`src/rtl/cfg_loader.sv`:
```
// cfg_loader: accepts configuration words over valid/ready and shifts them MSB-first into the LE config chain.
// Optional CRC-8 trailer check is compiled in by defining CFG_CRC_EN (WORD_W must then be 8).
module cfg_loader #(
  parameter int NUM_LE  = 4,
  parameter int LE_BITS = 17,
  parameter int WORD_W  = 8
) (
  input  logic              clk,
  input  logic              nrst,
  input  logic              en,
  input  logic              start,
  input  logic [WORD_W-1:0] s_data,
  input  logic              s_valid,
  output logic              s_ready,
  output logic              cfg_data,
  output logic              cfg_en,
  output logic              busy,
  output logic              done,
  output logic              error
);

  localparam int CHAIN_LEN = NUM_LE * LE_BITS;
  localparam int CNT_W     = $clog2(CHAIN_LEN + 1);
  localparam int WCNT_W    = $clog2(WORD_W + 1);
  localparam logic [CNT_W-1:0]  LAST_BIT  = CNT_W'(CHAIN_LEN - 1);
  localparam logic [WCNT_W-1:0] LAST_WBIT = WCNT_W'(WORD_W - 1);

  typedef enum logic [2:0] {IDLE, LOAD, SHIFT, CHECK, DONE} state_t;

  state_t            state;
  logic [WORD_W-1:0] word_q;
  logic [CNT_W-1:0]  bit_cnt;
  logic [WCNT_W-1:0] wbit_cnt;

  // The chain is clocked every cycle, so shift enable must follow en combinationally.
  assign s_ready  = (state == LOAD) && en;
  assign cfg_en   = (state == SHIFT) && en;
  assign cfg_data = word_q[WORD_W-1];

`ifdef CFG_CRC_EN
  logic [7:0] crc;
  logic       trailer;
  logic       error_q;
  logic       crc_fb;

  assign crc_fb = crc[7] ^ word_q[WORD_W-1];
  assign error  = error_q;
`else
  assign error = 1'b0;
`endif

  always_ff @(posedge clk) begin
    if (!nrst) begin
      state    <= IDLE;
      word_q   <= '0;
      bit_cnt  <= '0;
      wbit_cnt <= '0;
      busy     <= 1'b0;
      done     <= 1'b0;
`ifdef CFG_CRC_EN
      crc      <= '0;
      trailer  <= 1'b0;
      error_q  <= 1'b0;
`endif
    end else if (en) begin
      case (state)
        IDLE: begin
          if (start) begin
            state   <= LOAD;
            busy    <= 1'b1;
            bit_cnt <= '0;
`ifdef CFG_CRC_EN
            crc     <= '0;
            trailer <= 1'b0;
            error_q <= 1'b0;
`endif
          end
        end

        LOAD: begin
          if (s_valid) begin
            word_q   <= s_data;
            wbit_cnt <= '0;
`ifdef CFG_CRC_EN
            state    <= trailer ? CHECK : SHIFT;
`else
            state    <= SHIFT;
`endif
          end
        end

        // Chain length wins over word boundary: leftover low bits of the last word are dropped.
        SHIFT: begin
          word_q   <= {word_q[WORD_W-2:0], 1'b0};
          bit_cnt  <= bit_cnt + CNT_W'(1);
          wbit_cnt <= wbit_cnt + WCNT_W'(1);
`ifdef CFG_CRC_EN
          crc      <= {crc[6:0], 1'b0} ^ (crc_fb ? 8'h07 : 8'h00);
`endif
          if (bit_cnt == LAST_BIT) begin
`ifdef CFG_CRC_EN
            state   <= LOAD;
            trailer <= 1'b1;
`else
            state   <= DONE;
            busy    <= 1'b0;
            done    <= 1'b1;
`endif
          end else if (wbit_cnt == LAST_WBIT) begin
            state <= LOAD;
          end
        end

`ifdef CFG_CRC_EN
        CHECK: begin
          if (word_q != crc) error_q <= 1'b1;
          state <= DONE;
          busy  <= 1'b0;
          done  <= 1'b1;
        end
`endif

        DONE: begin
          done  <= 1'b0;
          state <= IDLE;
        end

        default: state <= IDLE;
      endcase
    end
  end

endmodule
```
`config.mk`:
```
export PLATFORM = sky130hd
export DESIGN_NAME = cfg_loader
export DESIGN_NICKNAME = d
export VERILOG_FILES = /design/src/rtl/cfg_loader.sv
export SDC_FILE = /design/constraint.sdc
export NUM_CORES = 1
export LEC_CHECK = 0
export CORE_ASPECT_RATIO = 1.25
export CORE_MARGIN = 10
export CORE_UTILIZATION = 54
export CTS_BUF_LIST = sky130_fd_sc_hd__clkbuf_8
export DETAILED_ROUTE_END_ITERATION = 6
export HOLD_SLACK_MARGIN = 0.02
export PLACE_DENSITY = 0.8
export SYNTH_ARGS = -nofsm -noshare
export SYNTH_HDL_FRONTEND = slang
export SYNTH_SLANG_ARGS = --single-unit
```
`constraint.sdc`:
```
create_clock -name clk -period 2.55 [get_ports clk]
set_clock_uncertainty 0.2 [all_clocks]
set_input_delay 0.765 -clock clk [delete_from_list [all_inputs] [get_ports clk]]
set_output_delay 0.765 -clock clk [all_outputs]
set_load 0.02 [all_outputs]
```
==> impl_metrics.tcl <==
set metrics [dict create \
    status "completed" \
    clkTransAtPathRegs_ps 80 \
    crit_fanout 4 \
    grt_pass1_wl_um 4547 \
    wl_met2_um 1434 \
    routed_wl_um 2661 \
    drt-pass1-iter-count 4 \
    cp.buffers_inverters 3 \
    placed_area_um2 1429 \
    cts_root_buffer "clkbuf_8" \
    synth_top_area_share_pct 40.25 \
    die_area_um2 4503 \
    rows 19 \
    io_buffers 17 \
    syn-cell-area_um2 1194 \
    finalHoldViolCount 0 \
    dr.max_layer_used "met4" \
    layout_commonest_cell "dfxtp_1" \
    place_hpwl_um 2010 \
    grt_max_degree 22 \
    power_leakage_uw 0.0005279 \
    min_path_type "register to register" \
    crit_arrival_ps 1510 \
    diodes 0 \
    wl_met3_um 75 \
    detail-route-antenna-nets 0 \
    ys.warnings.count 0 \
    clock_latency_ps 260 \
    grtUsageTotal_pct 13.12 \
    drtIter0Drc 18 \
    ys_seq_area_share_pct 40.25 \
    avgSynthCellArea_um2 9.043 \
    period_share_pct 97.21 \
    fin_nets 169 \
    cts_max_path_buffers 2 \
    slew_viol_final 0 \
    start_util_pct 55.18 \
    yosysUniqueCellTypes 34 \
    grt_pass1_vias 1013 \
    wl_met1_um 1134 \
    power.density_nw_per_um2 553.2 \
    cp_cell_sequence "dlygate4sd2_1 -> nand3_2 -> inv_1 -> clkdlybuf4s15_2" \
    place.gp.congestion 0.8136 \
    critPathRequiredTime_ps 1590 \
    final.setup.tns_ps 0 \
    die_h_um 72.57 \
    n_fill_cell 169 \
    final_layout_size_suffix_gt1_share_pct 14.38 \
    die_width_um 62.05 \
    vdd_drop_max_uv 419.2 \
    hold_buffers 0 \
    period_needed_ps 2479 \
    core-area_um2 2163 \
    crit_family "buffers and inverters" \
    synth_seq_cells 24 \
    routedWlPerCell_um 14.46 \
    cp-end-kind "output pin" \
    stdcell_count 184 \
    via_per_inst 5.609 \
    synth_nets 147 \
    synth_top_cell_by_area "dfxtp_1" \
    cts_tree "yes" \
    grt_setup_unrepaired "false" \
    final_cell_mix "24 x dfxtp_1, 14 x clkdlybuf4s50_1, 12 x nor2_1" \
    cpPeakStageDelay_ps 290 \
    cap_violations 0 \
    drt_drc_violations_left 0 \
    setup_ws_ps 71.10 \
    postSynthCellCount 132 \
    cts_made_buffers 3 \
    fin_area_um2 1500 \
    h-tree-depth 1 \
    overflow 0 \
    placed_cells 180 \
    boundaryPins 19 \
    start_kind "primary input" \
    cts_sinks 24 \
    num_vias 1032 \
    critical_path_class "primary input to output pin" \
    whs_ps 273.7 \
    antenna_found_initial 0 \
    finalSetupViolCount 0 \
    synth_area_leaders "dfxtp_1 40%, mux2i_1 7.5%, a211oi_1 5.7%" \
    max_freq_mhz 403.4 \
    place_ws_ps -580.5 \
    slowest_stage "dlygate4sd2_1" \
    syn_to_final_growth_pct 25.68 \
]
-- cells in the mapped netlist --
cell	number
or3_4	1
conb_1	1
o21ai_0	2
a311oi_1	4
o311a_2	1
nor3_1	1
buf_4	3
o211ai_1	2
nor2_1	12
o21a_1	3
clkbuf_1	5
nand3_1	4
a21oi_1	8
nand4_1	1
o221a_2	1
o211a_1	2
mux2i_1	9
a211oi_1	9
nand2_1	6
dfxtp_1	24
o31ai_1	1
nand3b_1	3
buf_2	1
nand2b_1	8
inv_1	5
or4b_1	1
or3_1	1
ha_1	2
mux2_2	1
a41oi_1	4
a22oi_1	1
and3_2	1
nor3b_1	3
nor2b_1	1
-- worst reg2reg max path: stages, from the launching register on --
cell	delay, ps
dfxtp_1	360
or4b_1	570
or3_4	370
o21a_1	190
o211a_1	200
-- metal layers --
| metal | vias to the layer above | GRT usage (%) |
|---|---|---|
| met5 | - | 0 |
| li1 | 530 | - |
| met4 | 0 | 5.224 |
| met1 | 482 | 15.45 |
| met3 | 2 | 2.967 |
| met2 | 18 | 21.92 |
-- per-stage QoR --
step | util, % | total power [uW]
final | 69.35 | 829.9
after global placement | 66.05 | 505.3
after CTS | 69.35 | 837.1
after detailed placement | 66.05 | 509.1
after floorplan | - | 464.6
after global routing | 69.35 | 862.7
-- layout make-up --
class	instances	area [um^2]	area share (%)
Tap cell	31	38.79	2.585
Timing Repair Buffer	26	232.7	15.51
Clock inverter	1	30.03	2.002
Multi-Input combinational cell	94	658.1	43.87
Clock buffer	3	41.29	2.752
Sequential cell	24	480.5	32.03
Inverter	5	18.77	1.251
-- worst paths after layout --
| path | start | to | slack [ps] | cells past startpoint |
|---|---|---|---|---|
| worst min register to register | word_q[0]$_SDFFE_PN0P_ | word_q[0]$_SDFFE_PN0P_ | 270 | 2 |
| worst max register to register | bit_cnt[2]$_SDFFE_PN0P_ | state[0]$_SDFFE_PN0P_ | 560 | 4 |
| worst max-delay path | en | cfg_en | 70 | 4 |
| worst min-delay path | word_q[0]$_SDFFE_PN0P_ | word_q[0]$_SDFFE_PN0P_ | 270 | 2 |
-- what timing repair did --
| action | in CTS | in global routing |
|---|---|---|
| resized for setup | 10 | 0 |
| setup endpoints to repair | 2 | 0 |
| hold endpoints to repair | 0 | 0 |
| setup buffers | 0 | 0 |
-- flip-flops by register name (all words and copies together) (netlist names) --
| register | count |
|---|---|
| word_q | 8 |
| bit_cnt | 7 |
| wbit_cnt | 4 |
| state | 3 |
| busy | 1 |
| done | 1 |
-- cells by family after synthesis --
logic type,Yosys count,synth area share [%]
flops,24,40.25
compound gates,38,23.69
other cells,1,0.3142
fa+ha+maj,2,2.096
simple gates,43,19.71
buf+inv,14,5.451
mux,10,8.491
-- where the power goes --
part / total (uW) / switching (uW) / internal [uW]
Clock: 329 / 120 / 210
Combinational: 106 / 53.2 / 53.1
Sequential: 394 / 7.94 / 386
(Power assumes the default switching activity.)
